--- src/rtl/safecrack_autodialer.sv ---
// safecrack_autodialer: brute-force keypad initiator for the safecrack lock.
// Sends a wake press followed by CODE_LEN digit presses per attempt, then
// classifies the lock's response (unlock / error / lockout) and steps the code.
// Optional build macro: SAFECRACK_AUTODIALER_STATS_EN builds the attempt and
// lockout counters; without it both ports read constant zero.
module safecrack_autodialer #(
  parameter int CLOCK_HZ     = 50_000_000,
  parameter int CODE_LEN     = 4,
  parameter int PRESS_CYC    = 4,
  parameter int GAP_CYC      = 4,
  parameter int SETTLE_CYC   = 8,
  parameter int ERR_WAIT_CYC = CLOCK_HZ / 5 + 16
) (
  input  logic                  clk,
  input  logic                  rst_n,
  input  logic                  start,
  input  logic                  abort,
  input  logic [2*CODE_LEN-1:0] start_code,
  input  logic [8:0]            lock_ledg,
  input  logic [17:0]           lock_ledr,
  output logic [3:0]            KEY_n,
  output logic                  busy,
  output logic                  found,
  output logic                  exhausted,
  output logic [2*CODE_LEN-1:0] found_code,
  output logic [2*CODE_LEN-1:0] cur_code,
  output logic [15:0]           attempts,
  output logic [7:0]            lockouts
);

  localparam int CW    = 2 * CODE_LEN;
  localparam int IDX_W = (CODE_LEN > 1) ? $clog2(CODE_LEN) : 1;

  typedef enum logic [3:0] {
    IDLE, WAKE_P, WAKE_G, DIG_P, DIG_G, SETTLE, EVAL,
    ERR_WAIT, LOCK_WAIT, FOUND, EXHAUSTED
  } state_t;

  state_t           state;
  logic [31:0]      cnt;
  logic [IDX_W-1:0] idx;
  logic [CW-1:0]    digits_sh;
  logic [CW-1:0]    start_lat;
  logic [CW-1:0]    next_code;
  logic             do_adv;

  // Only the status bits the dialer reacts to are consumed.
  logic unused_led_bits;
  assign unused_led_bits = ^{lock_ledg[6:0], lock_ledr[17:9], lock_ledr[7:0]};

  // Active-low one-hot key drive for a 2-bit digit.
  function automatic logic [3:0] key_drive(input logic [1:0] d);
    return ~(4'b0001 << d);
  endfunction

`ifdef SAFECRACK_AUTODIALER_STATS_EN
  function automatic logic [15:0] sat_inc16(input logic [15:0] v);
    return (v == 16'hFFFF) ? v : v + 16'd1;
  endfunction

  function automatic logic [7:0] sat_inc8(input logic [7:0] v);
    return (v == 8'hFF) ? v : v + 8'd1;
  endfunction
`else
  assign attempts = 16'd0;
  assign lockouts = 8'd0;
`endif

  assign next_code = cur_code + {{(CW-1){1'b0}}, 1'b1};

  // Attempt finished and the post-result wait has elapsed: step to the next code.
  always_comb begin
    do_adv = 1'b0;
    if (state == ERR_WAIT && cnt == 32'(ERR_WAIT_CYC - 1))
      do_adv = 1'b1;
    else if (state == LOCK_WAIT && !lock_ledr[8] && cnt == 32'(GAP_CYC - 1))
      do_adv = 1'b1;
  end

  // Main sequencer: key timing, result classification and code enumeration.
  always_ff @(posedge clk or negedge rst_n) begin
    if (!rst_n) begin
      state      <= IDLE;
      cnt        <= 32'd0;
      idx        <= '0;
      digits_sh  <= '0;
      start_lat  <= '0;
      KEY_n      <= 4'hF;
      busy       <= 1'b0;
      found      <= 1'b0;
      exhausted  <= 1'b0;
      found_code <= '0;
      cur_code   <= '0;
`ifdef SAFECRACK_AUTODIALER_STATS_EN
      attempts   <= 16'd0;
      lockouts   <= 8'd0;
`endif
    end else if (abort) begin
      state <= IDLE;
      cnt   <= 32'd0;
      KEY_n <= 4'hF;
      busy  <= 1'b0;
    end else begin
      case (state)
        IDLE, FOUND, EXHAUSTED: begin
          if (start && !lock_ledg[7]) begin
            state     <= WAKE_P;
            cnt       <= 32'd0;
            KEY_n     <= 4'hE;
            busy      <= 1'b1;
            found     <= 1'b0;
            exhausted <= 1'b0;
            cur_code  <= start_code;
            start_lat <= start_code;
`ifdef SAFECRACK_AUTODIALER_STATS_EN
            attempts  <= 16'd0;
            lockouts  <= 8'd0;
`endif
          end
        end

        WAKE_P: begin
          if (cnt == 32'(PRESS_CYC - 1)) begin
            state <= WAKE_G;
            cnt   <= 32'd0;
            KEY_n <= 4'hF;
          end else begin
            cnt <= cnt + 32'd1;
          end
        end

        WAKE_G: begin
          if (cnt == 32'(GAP_CYC - 1)) begin
            state     <= DIG_P;
            cnt       <= 32'd0;
            idx       <= '0;
            KEY_n     <= key_drive(cur_code[CW-1 -: 2]);
            digits_sh <= cur_code << 2;
          end else begin
            cnt <= cnt + 32'd1;
          end
        end

        DIG_P: begin
          if (cnt == 32'(PRESS_CYC - 1)) begin
            cnt   <= 32'd0;
            KEY_n <= 4'hF;
            // The final gap is absorbed into the settle window.
            if (idx == IDX_W'(CODE_LEN - 1))
              state <= SETTLE;
            else
              state <= DIG_G;
          end else begin
            cnt <= cnt + 32'd1;
          end
        end

        DIG_G: begin
          if (cnt == 32'(GAP_CYC - 1)) begin
            state     <= DIG_P;
            cnt       <= 32'd0;
            idx       <= idx + 1'b1;
            KEY_n     <= key_drive(digits_sh[CW-1 -: 2]);
            digits_sh <= digits_sh << 2;
          end else begin
            cnt <= cnt + 32'd1;
          end
        end

        SETTLE: begin
          if (cnt == 32'(SETTLE_CYC - 1)) begin
            state <= EVAL;
            cnt   <= 32'd0;
`ifdef SAFECRACK_AUTODIALER_STATS_EN
            attempts <= sat_inc16(attempts);
`endif
          end else begin
            cnt <= cnt + 32'd1;
          end
        end

        EVAL: begin
          cnt <= 32'd0;
          if (lock_ledg[7]) begin
            state <= IDLE;
            busy  <= 1'b0;
          end else if (lock_ledg[8]) begin
            state      <= FOUND;
            busy       <= 1'b0;
            found      <= 1'b1;
            found_code <= cur_code;
          end else if (lock_ledr[8]) begin
            state <= LOCK_WAIT;
`ifdef SAFECRACK_AUTODIALER_STATS_EN
            lockouts <= sat_inc8(lockouts);
`endif
          end else begin
            state <= ERR_WAIT;
          end
        end

        ERR_WAIT, LOCK_WAIT: begin
          if (do_adv) begin
            cnt      <= 32'd0;
            cur_code <= next_code;
            if (next_code == start_lat) begin
              state     <= EXHAUSTED;
              busy      <= 1'b0;
              exhausted <= 1'b1;
            end else begin
              state <= WAKE_P;
              KEY_n <= 4'hE;
            end
          end else if (state == LOCK_WAIT && lock_ledr[8]) begin
            // Gap timing restarts once the lockout indicator drops.
            cnt <= 32'd0;
          end else begin
            cnt <= cnt + 32'd1;
          end
        end

        default: begin
          state <= IDLE;
          cnt   <= 32'd0;
          KEY_n <= 4'hF;
          busy  <= 1'b0;
        end
      endcase
    end
  end

endmodule

--- config.mk ---
export PLATFORM = sky130hd
export DESIGN_NAME = safecrack_autodialer
export DESIGN_NICKNAME = d
export VERILOG_FILES = /design/src/rtl/safecrack_autodialer.sv
export SDC_FILE = /design/constraint.sdc
export NUM_CORES = 1
export LEC_CHECK = 0
export ABC_AREA = 1
export CAP_MARGIN = 20
export CORE_ASPECT_RATIO = 1.25
export CORE_UTILIZATION = 54
export CTS_CLUSTER_DIAMETER = 80
export DETAILED_ROUTE_END_ITERATION = 7
export PLACE_DENSITY = 0.81
export SYNTH_ARGS = -nofsm -noshare
export SYNTH_HDL_FRONTEND = slang
export SYNTH_SLANG_ARGS = --single-unit
--- constraint.sdc ---
create_clock -name clk -period 2.47 [get_ports clk]
set_input_delay 0.247 -clock clk [delete_from_list [all_inputs] [get_ports clk]]
set_output_delay 0.247 -clock clk [all_outputs]
set_load 0.02 [all_outputs]
======== Word-level counts from Yosys, hierarchy flattened ========
Index checks and enable logic that the tools add are counted.
Widths: inputs -> output; s select.
word-level totals
  flip-flop bits (word level) ............. 77
  input bits .............................. 39
  word-level logic and storage cells ...... 136
operators by class
  shift-type cells ........................ 2
  reduce and logical (&&, ||, !) cells .... 27
  bitwise gates (word level) .............. 4
  add/sub/neg operators ................... 3
  eq/ne operators ......................... 36
  mux-type cells .......................... 53
operators with widths
  kind                   count
  $mux 32                6
  $pmux 32 s4            1
  $mux 4                 18
  $add 32x1->32 const B  1
  $eq 32x2->1 const B    1
  $eq 32x24->1 const B   1
  $eq 32x3->1 const B    1
  $mux 8                 4
  $pmux 8 s2             2
  $pmux 4 s7             1
  $ne 3x3->1 const B     9
  $pmux 4 s6             1
  $eq 4x3->1 const B     4
  $reduce_and 5->1       3
  $mux 1                 14
  $ne 2x2->1 const B     7
  $eq 4x4->1 const B     3
  $reduce_and 4->1       3
  $add 8x1->8 const B    1
  $eq 4x2->1 const B     2
  $eq 8x8->1             1
  $not 4->4              2
  $reduce_or 2->1        4
  $shl 1x2->4 const A    2
  21 further kinds       33

======== Logic depth before layout (Yosys ltp) ========
Gate-level depths: netlist of run 1.
  depth in word-level cells ............... 8
  depth in mapped cells ................... 14

======== Worst setup path after synthesis of run 1 ========
OpenSTA, ideal clock, no wires.
  path type ............................... reg-to-reg
  start point ............................. register cur_code[0]
  end point ............................... register KEY_n[0]
  cell stages (with the launch flop) ...... 14
  slack ................................... 546 ps
  library setup time ...................... 61 ps
  arrival time ............................ 1863 ps
  path through ............................ dfrtp_1 -> ha_1 -> nand2_1 -> nor2_1 -> nand2_1 -> nand3_1 -> nand2_1 -> nor2_1 -> nand2_1 -> nor2_1 -> nand3_1 -> nand2_1 -> nand3_1 -> nand2_1
on the way
  longest elaborated chain between the ends .. 4
RTL lines
  element                     RTL line  source
  start: declaration          26        output logic [2*CODE_LEN-1:0] cur_code,
  start signal: assignment    113       cur_code <= start_code;
  start signal: assignment    205       cur_code <= next_code;
  $add 8x1->8                 69        assign next_code = cur_code + {{(CW-1){1'b0}}, 1'b1};
  $eq 8x8->1                  206       if (next_code == start_lat) begin
  $ne 3x3->1 (no line)        -
  $reduce_and 7->1 (no line)  -
  end signal: assignment      137       KEY_n <= key_drive(cur_code[CW-1 -: 2]);
  end signal: assignment      163       KEY_n <= key_drive(digits_sh[CW-1 -: 2]);
  end: declaration            21        output logic [3:0] KEY_n,
Every way passes these cells.
A chain may end at the register's enable or synchronous reset.

======== Worst setup path after layout of run 1 ========
  start point ............................. register state[3]
  end point ............................... register cnt[26]
on the way
  longest elaborated chain between the ends .. 8
  elaborated cells on any way between the ends .. 24
RTL lines
  element                          RTL line      source
  start: declaration               39            state_t state;
  start signal: assignment         83            state <= IDLE;
  start signal: assignment         99            state <= IDLE;
  start signal: assignment         107           state <= WAKE_P;
  $eq 4x4->1                       76, 104, 214
  $logic_and 1x1->1 (2 in series)  76            else if (state == LOCK_WAIT && !lock_ledr[8] && cnt == 32'(GAP_CYC - 1))
  $mux 1                           76
  $mux 1                           74            if (state == ERR_WAIT && cnt == 32'(ERR_WAIT_CYC - 1))
  $mux 32                          203           if (do_adv) begin
  $pmux 32 s4                      104           case (state)
  $mux 32                          98            end else if (abort) begin
  end signal: assignment           128           cnt <= cnt + 32'd1;
  end signal: assignment           140           cnt <= cnt + 32'd1;
  end signal: assignment           218           cnt <= cnt + 32'd1;
  end: declaration                 40            logic [31:0] cnt;
Parallel ways exist; a longest one is shown, timed or not.

==> flow_summary.ini, run 1 <==
[synthesis]
synth_area_per_cell_sq_um = 6.87
yosysSeqAreaShare_pct = 38.6
synth.top_cells.by_count = nand2_1, nor2_1, dfrtp_1
ys_ff_latch = 75
syn_area_sq_um = 4880
post-synth-top-area-fraction_pct = 36.4
ys_async_sr_fraction_pct = 100
yosys.cell_types.count = 34
synthFlopType = dfrtp_1
yosysMostFrequentCell = nand2_1
yosys.area.top_type = dfrtp_1
synth_warnings = 0
synth_edf_count = 0
synth_cells = 710
synthTopCellsByArea = dfrtp_1, nand2_1, nor2_1, nand3_1, inv_1

[clocking]
tritoncts = done
postCtsSetupBuffers = 0
numCtsBuffers = 9
cts.path.max_buffers = 2
clock-root-buffer = clkbuf_8
clock_latency_ns = 0.35
clock_sinks = 75
clk_pin_slew_worst_paths_ns = 0.08
htreeDepth = 3

[sta]
fin_hold_ws_ns = 0.0406
max-slew-margin-rel_pct = 37.6
slew_viol_final = 0
worst_pin_slew_ns = 0.936
fin_skew_ns = 0.00772
setup_viol = 0
fmaxAchievable_ghz = 0.435
layout_min_cycle_time_ns = 2.30
hold_viol_final = 0
final.period_utilization_pct = 93.0
rsz0062_at_grt = false
setup-tns-final_ns = 0

[floorplanning]
core_area_sq_um = 8750
pin_count = 86
start_util_pct = 55.8
dieArea_sq_um = 9420
die_x_um = 87.0
fp-row-count = 38
fp.dieH_um = 108

[layout]
final_util_pct = 62.6
layout-drive-gt1-share_pct = 6.51
syn_to_final_growth_pct = 12.3
instances_no_fill = 873
fill_cells = 798
diodes = 0
regArea_sq_um = 1880
multi_input_area_sq_um = 2570
nets = 790

[routing]
drt_wl_total_um = 11500
top_layer_used = met4
drc = 0
wl_per_cell_um = 13.2
met1_length_um = 4750
first_pass_iters = 7
vias = 4615
vias_per_cell = 5.29
detail-route-antenna-nets = 0
wl_met3_um = 461
wl_met2_um = 5870
drt_iter0_markers = 362

[power]
vdd_drop_max_mv = 0.815
p_int_mw = 2.50
pwr-share-comb_pct = 40.7
power_density_nw_per_um2 = 782
clkPwrFrac_pct = 21.1
p_leak_nw = 2.43
power_frac_seq_pct = 38.2
p_sw_mw = 1.78
netSwitchingFraction_pct = 41.6

[job]
maxCapViolCount = 0

[global_routing]
antenna_found_initial = 0
grt_pass1_vias = 4362
grt_pass1_wl_um = 19700
grt_usage_pct = 26.8
grt_max_degree = 76
globalRouteOverflowTotal = 0

[run_status]
status = completed

[setup_path]
cp.arrival_ns = 2.56
start_kind = flop
worstSetupPathType = flop to flop
crit_fanout = 30
endpoint_kind = flop
rrSetupSlack_ns = 0.17
required_ns = 2.73

[placed_design]
place_congestion = 0.893
placed_cells = 857
numPortBuffers = 37
hpwlAfterDp_um = 8540

[min_path]
hold_path.class = input port to asynchronous set/reset pin
==> flip-flops by register name, indices dropped and copies added, names as in the netlist <==
| signal | count |
|---|---|
| cur_code | 8 |
| idx | 2 |
| KEY_n | 4 |
| digits_sh | 6 |
| busy | 1 |
| found | 1 |
| start_lat | 8 |
| exhausted | 1 |
| state | 4 |
| found_code | 8 |
| cnt | 32 |
==> metal layers <==
layer,global-route usage (%),vias to the layer above
li1,-,2311
met1,31.5,2127
met2,47.5,140
met3,3.74,37
met4,13.1,0
met5,0,-
==> layout by cell type, fill, tap and decap left out, types with 5 or more instances in the layout <==
cell type / Yosys / layout
nand2_1: 212 / 211
nor2_1: 76 / 75
dfrtp_1: 71 / 71
inv_1: 70 / 70
nand3_1: 55 / 54
o21ai_1: 44 / 44
o21ai_0: 40 / 40
clkdlybuf4s50_1: 0 / 36
conb_1: 1 / 24
xor2_1: 21 / 21
nor3_1: 17 / 17
nand4_1: 15 / 15
clkbuf_8: 0 / 12
nor2_2: 6 / 7
buf_4: 25 / 7
xnor2_1: 5 / 5
a21oi_1: 5 / 5
==> stage by stage <==
step	power, mW	setup WS, ns	area [sq um]
floorplan	2.85	0.546	4970
global placement	3.32	0.255	5280
detailed placement	3.37	0.222	5280
CTS	4.29	0.184	5470
global route	4.61	0.0175	5480
finish	4.28	0.173	5480
==> critical path, stage by stage (launching register included) <==
cell     delay (ns)
dfrtp_1        0.45
inv_1          0.09
nand2_2        0.12
o21ai_4        0.50
inv_1          0.30
a21oi_1        0.25
nand2_1        0.08
buf_4          0.24
o21ai_1        0.17
==> layout make-up <==
class                           instances  area share, %
Timing Repair Buffer                   43           7.54
Inverter                               74           5.07
Multi-Input combinational cell        545           46.8
Sequential cell                        75           34.3
Clock inverter                          3          0.388
Clock buffer                           13           3.08
Tap cell                              120           2.74
==> logic make-up after synthesis <==
logic type      Yosys count  synth area share, %
flops                    75                 38.6
xor+xnor                 26                 4.67
buf+inv                 113                 10.8
simple gates            391                 34.0
other cells               1               0.0768
fa+ha+maj                 3                0.769
compound gates          101                 11.1
==> timing repair <==
action / CTS / global route
setup endpoints to repair: 0 / 6
hold buffers: 0 / 0
gates resized for setup: 0 / 3
hold endpoints to repair: 0 / 0
==> worst paths after layout <==
path                       cells past startpoint     startpoint      endpoint
setup / recovery                               8       state[3]       cnt[26]
hold / removal                                 1          rst_n       cnt[10]
setup reg to reg                               8       state[3]       cnt[26]
hold reg to reg                                2       KEY_n[2]      KEY_n[2]
max in group asynchronous                      1          rst_n  start_lat[6]
min in group clk                               3  start_code[0]  start_lat[0]
==> power groups by stage <==
| stage | combinational (mW) | clock (mW) | sequential [mW] |
|---|---|---|---|
| final | 1.74 | 0.904 | 1.64 |
| after global routing | 1.96 | 0.983 | 1.66 |
| after CTS | 1.73 | 0.925 | 1.63 |
| after detailed placement | 1.71 | 0 | 1.66 |
| after floorplan | 1.11 | 0 | 1.74 |
| after global placement | 1.68 | 0 | 1.64 |
Power figures use the tool's default switching activity.
==> inputs of run 2 (changes only) <==
Settings changed: CTS_CLUSTER_SIZE from default to 25.
==> results of run 2 <==
Final layout, timing and power as in run 1 (identical DEF).
==> variant 1: new RTL, flow settings as in run 2 <==
Set the parameter `CODE_LEN` to 8 (it was 4).
--- a/src/rtl/safecrack_autodialer.sv
+++ b/src/rtl/safecrack_autodialer.sv
@@ -5,7 +5,7 @@
 // lockout counters; without it both ports read constant zero.
 module safecrack_autodialer #(
   parameter int CLOCK_HZ     = 50_000_000,
-  parameter int CODE_LEN     = 4,
+  parameter int CODE_LEN     = 8,
   parameter int PRESS_CYC    = 4,
   parameter int GAP_CYC      = 4,
   parameter int SETTLE_CYC   = 8,
Ports: changed (resized cur_code, found_code and start_code); port bits go from 86 to 110. The function was not compared with the original's and may differ.
==> variant 1 against run 2 <==
Sequential cell count grew 33. Clock skew is 9.0 ps higher. Critical path depth is 6 higher. Routed wire length rose by 83%. Power increased by 67%. Setup slack improved by 19 ps. Synthesized cell count rose by 53%. Design area grew 59%. Synthesized area up 55%. Critical path type unchanged.
==> variant 1: results (changes against run 2) <==
* Leakage power total at 4.11 nW (+69%)
* First-pass GRT wire length at 33600 um (+71%)
* Syn Area/Cell at 6.97 um2 (+1.5%)
* Placed Instances at 1312 (+53%)
* Clock Skew at 16.7 ps (+8.96 ps)
* Root Driver: clkbuf_16
* Slowest CP cell: dfrtp_2
* Largest net degree at the start of global routing at 47 (-38%)
* Vias per std cell at 5.56 (+5.2%)
* WHS at 380 ps (+340 ps)
* Total iterations of the first detailed-routing run at 5 (-2)
* Total number of vias at 7401 (+60%)
* Layout cells sized above 1 at 11.5% (+5.0 points)
* Status: finished, final reports clean
* Fin nets at 1202 (+52%)
* Placed cell area at 8330 um2 (+58%)
* Clock latency at the later pin of the worst-skew pair at 370 ps (+20 ps)
* Cell family with most CP delay: simple AND/OR/NAND/NOR gates
* Dpl hpwl at 15600 um (+82%)
* Worst slew pin tran at 656 ps (-280 ps)
* Area contributors post-synth: dfrtp_1, nand2_1, nand3_1, inv_1, nor2_1
* Compound-cell area share of the yosys netlist at 12.0% (+0.91 points)
* Adder-cell share of the synthesized area at 0.661% (-0.11 points)
* Slowest cell delay on critical path at 390 ps (-110 ps)
* Drt initial violations at 487 (+35%)
* Minimum clock period at 2280 ps (-18.8 ps)
* CP arrival at 2530 ps (-30 ps)
* Internal reg-to-reg setup slack at 190 ps (+20 ps)
* Worst-path fanout max at 4 (-87%)
* Netlist cell types at 46 (+35%)
* Port Buffers at 61 (+65%)
* Switch share at 43.5% (+1.9 points)
* Gr usage total at 30.0% (+3.3 points)
* Number of global-route vias before repair at 6978 (+60%)
* Seq/Total Area, Yosys at 35.8% (-2.8 points)
==> variant 1: cell type report <==
| class | instances | area [um2] | area share (%) |
|---|---|---|---|
| multi-input cells | 819 | 4120 | 47.4 |
| flip-flops and latches | 108 | 2710 | 31.2 |
| clock inverters | 7 | 91.3 | 1.05 |
| clock buffers | 9 | 225 | 2.59 |
| repair buffers | 87 | 843 | 9.71 |
| inverters | 126 | 485 | 5.59 |
| well taps | 175 | 219 | 2.52 |
==> variant 1: worst paths after layout <==
check,cells past startpoint,to,start
worst max-delay path,14,state[0],cur_code[0]
worst min-delay path,2,cnt[9],rst_n
worst max register to register,14,state[0],cur_code[0]
worst min register to register,2,KEY_n[3],KEY_n[3]
max in group asynchronous,3,cur_code[0],rst_n
min in group clk,3,start_lat[7],start_code[7]
==> variant 1: cell families after synthesis <==
| logic type | count (synthesis) |
|---|---|
| AO/OA/AOI/OAI | 143 |
| other | 1 |
| XOR/XNOR | 25 |
| AND/OR/NAND/NOR | 623 |
| adder cells (fa/ha/maj) | 4 |
| flip-flops | 108 |
| buffers and inverters | 182 |
==> variant 1: metal layers <==
| layer | track usage [%] | part of all wire, % | vias to the layer above |
|---|---|---|---|
| met5 | 0 | 0 | - |
| met4 | 19.9 | 5.5 | 0 |
| li1 | - | - | 3611 |
| met2 | 53.1 | 51 | 255 |
| met1 | 33.4 | 39 | 3461 |
| met3 | 3.89 | 4.6 | 74 |
==> variant 1: power groups by stage <==
stage                     clock network (mW)  registers, mW  logic (mW)
after CTS                               1.58           2.42        3.08
after detailed placement                   0           2.45        3.04
after global routing                    1.63           2.46        3.41
after floorplan                            0           2.58        1.92
after global placement                     0           2.45        2.98
final                                   1.56           2.43        3.16
==> variant 2: new RTL, flow settings as in run 2 <==
Made on the original files. Add an input register stage for `start`, `abort`, `start_code`, `lock_ledg` and `lock_ledr`, without a reset; this delays them by one clock.
--- a/src/rtl/safecrack_autodialer.sv
+++ b/src/rtl/safecrack_autodialer.sv
@@ -36,6 +36,20 @@
     ERR_WAIT, LOCK_WAIT, FOUND, EXHAUSTED
   } state_t;
 
+  logic start_q;
+  logic abort_q;
+  logic [2*CODE_LEN-1:0] start_code_q;
+  logic [8:0] lock_ledg_q;
+  logic [17:0] lock_ledr_q;
+
+  always_ff @(posedge clk) begin
+    start_q      <= start;
+    abort_q      <= abort;
+    start_code_q <= start_code;
+    lock_ledg_q  <= lock_ledg;
+    lock_ledr_q  <= lock_ledr;
+  end
+
   state_t           state;
   logic [31:0]      cnt;
   logic [IDX_W-1:0] idx;
@@ -46,7 +60,7 @@
 
   // Only the status bits the dialer reacts to are consumed.
   logic unused_led_bits;
-  assign unused_led_bits = ^{lock_ledg[6:0], lock_ledr[17:9], lock_ledr[7:0]};
+  assign unused_led_bits = ^{lock_ledg_q[6:0], lock_ledr_q[17:9], lock_ledr_q[7:0]};
 
   // Active-low one-hot key drive for a 2-bit digit.
   function automatic logic [3:0] key_drive(input logic [1:0] d);
@@ -73,7 +87,7 @@
     do_adv = 1'b0;
     if (state == ERR_WAIT && cnt == 32'(ERR_WAIT_CYC - 1))
       do_adv = 1'b1;
-    else if (state == LOCK_WAIT && !lock_ledr[8] && cnt == 32'(GAP_CYC - 1))
+    else if (state == LOCK_WAIT && !lock_ledr_q[8] && cnt == 32'(GAP_CYC - 1))
       do_adv = 1'b1;
   end
 
@@ -95,7 +109,7 @@
       attempts   <= 16'd0;
       lockouts   <= 8'd0;
 `endif
-    end else if (abort) begin
+    end else if (abort_q) begin
       state <= IDLE;
       cnt   <= 32'd0;
       KEY_n <= 4'hF;
@@ -103,15 +117,15 @@
     end else begin
       case (state)
         IDLE, FOUND, EXHAUSTED: begin
-          if (start && !lock_ledg[7]) begin
+          if (start_q && !lock_ledg_q[7]) begin
             state     <= WAKE_P;
             cnt       <= 32'd0;
             KEY_n     <= 4'hE;
             busy      <= 1'b1;
             found     <= 1'b0;
             exhausted <= 1'b0;
-            cur_code  <= start_code;
-            start_lat <= start_code;
+            cur_code  <= start_code_q;
+            start_lat <= start_code_q;
 `ifdef SAFECRACK_AUTODIALER_STATS_EN
             attempts  <= 16'd0;
             lockouts  <= 8'd0;
@@ -181,15 +195,15 @@
 
         EVAL: begin
           cnt <= 32'd0;
-          if (lock_ledg[7]) begin
+          if (lock_ledg_q[7]) begin
             state <= IDLE;
             busy  <= 1'b0;
-          end else if (lock_ledg[8]) begin
+          end else if (lock_ledg_q[8]) begin
             state      <= FOUND;
             busy       <= 1'b0;
             found      <= 1'b1;
             found_code <= cur_code;
-          end else if (lock_ledr[8]) begin
+          end else if (lock_ledr_q[8]) begin
             state <= LOCK_WAIT;
 `ifdef SAFECRACK_AUTODIALER_STATS_EN
             lockouts <= sat_inc8(lockouts);
@@ -211,7 +225,7 @@
               state <= WAKE_P;
               KEY_n <= 4'hE;
             end
-          end else if (state == LOCK_WAIT && lock_ledr[8]) begin
+          end else if (state == LOCK_WAIT && lock_ledr_q[8]) begin
             // Gap timing restarts once the lockout indicator drops.
             cnt <= 32'd0;
           end else begin
Function: changed (a bounded check fails within 4 cycles, from zero or initial values and one cycle with rst_n low).
==> variant 2 against run 2 <==
Design area is 11% higher. Critical path type unchanged. Count of clock-buffer cells in the layout down 3. Routed wire length is 12% higher. Maximum frequency increased by 4.2%. Sequential power rose by 15%. Worst hold slack gained 300 ps. Power is 25% higher. Largest power group is now sequential cells. Synthesized area is 7.9% higher. Clock power grew 94%. Setup slack better by 93 ps. Sequential cell count is 13 higher.
==> variant 2: results (changes against run 2) <==
* Status: finished, final reports clean
* Mux contribution to synthesized area at 0.190% (+0.19 points)
* Worst slew pin tran at 580 ps (-356 ps)
* Fillers at 791 (-0.88%)
* Met2 usage at 47.9% (+0.47 points)
* Clock Power Share at 32.8% (+12 points)
* CTS Hold Buffers Added at 1 (+1)
* Met3 usage at 4.27% (+0.53 points)
* Fin nets at 826 (+4.6%)
* Peak VDD IR at 0.818 mV (+0.37%)
* Crit Reg-Reg Startpoint: cnt[21]
* Synth Area in XOR/XNOR at 2.50% (-2.2 points)
* FFs w/ async S/R, synth at 85.2% (-15 points)
* Worst setup endpoint: cnt[11]
* Max reg flops at 32 (unchanged)
* Commonest cells in the synthesized netlist: nand2_1, nor2_1, dfrtp_1, inv_1, nand3_1
* Initial antenna violation count at 0 (unchanged)
* Comb pwr share at 32.0% (-8.7 points)
* Dpl hpwl at 9600 um (+12%)
* Largest net degree at the start of global routing at 45 (-41%)
* First-pass GRT wire length at 21800 um (+11%)
* Drt initial violations at 235 (-35%)
* Adder-cell share of the synthesized area at 0.713% (-0.056 points)
* Compound-cell area share of the yosys netlist at 10.4% (-0.74 points)
* Met2 wire len at 6490 um (+11%)
* Final wirelength at 12900 um (+12%)
* Hold crit path type: in2reg
* Clock Skew at 6.80 ps (-0.925 ps)
* Slowest cell delay on critical path at 460 ps (-40 ps)
* CP arrival at 2410 ps (-150 ps)
* Leakage power total at 2.82 nW (+16%)
* Netlist cell types at 41 (+21%)
* Worst-path fanout max at 16 (-47%)
* Met3 WL at 641 um (+39%)
* Number of global-route vias before repair at 4806 (+10%)
* WHS Endpoint: start_code_q[2]
* WL met1 at 5260 um (+11%)
* Slowest CP cell: dfrtp_1
* CTS clk-pin slew, worst paths at 60 ps (-20 ps)
* Internal reg-to-reg setup slack at 270 ps (+90 ps)
* Root Driver: clkbuf_16
* Net switching power figure at 1.90 mW (+6.5%)
* Seq/Total Area, Yosys at 40.7% (+2.1 points)
* Final GP Congestion at 0.919 (+2.9%)
* Layout cells sized above 1 at 9.00% (+2.5 points)
* Gr usage total at 27.1% (+0.32 points)
==> variant 2: cell count changes after synthesis, moves of 4 or more <==
cell            run 2  this run
o21ai_1            44        26
dfxtp_1             0        13
xor2_1             21        10
nand2_1           212       221
a21oi_1             5        12
nand2_2             3        10
nor3_1             17        10
o21ai_0            40        46
nand3_1            55        60
a31oi_1             4         0
buf_2               8         4
buf_6               0         4
==> variant 2: stage by stage <==
stage / hold WS [ps] / power (mW) / setup slack (ps) / cell area, um2
finish: 340 / 5.34 / 266 / 6090
global route: 332 / 5.64 / 80.1 / 6090
CTS: 332 / 5.36 / 236 / 6080
detailed placement: 285 / 3.58 / 250 / 5680
global placement: 273 / 3.55 / 346 / 5680
floorplan: -48.6 / 3.06 / 608 / 5350
==> variant 2: area by class of cell <==
cell class,count,area [um2],share of cell area (%)
clock buffer,10,229,3.76
clock inverter,6,155,2.55
inverter,75,287,4.70
multi-input combinational,560,2660,43.6
sequential,88,2140,35.2
tap,123,154,2.53
timing repair buffer,50,468,7.68
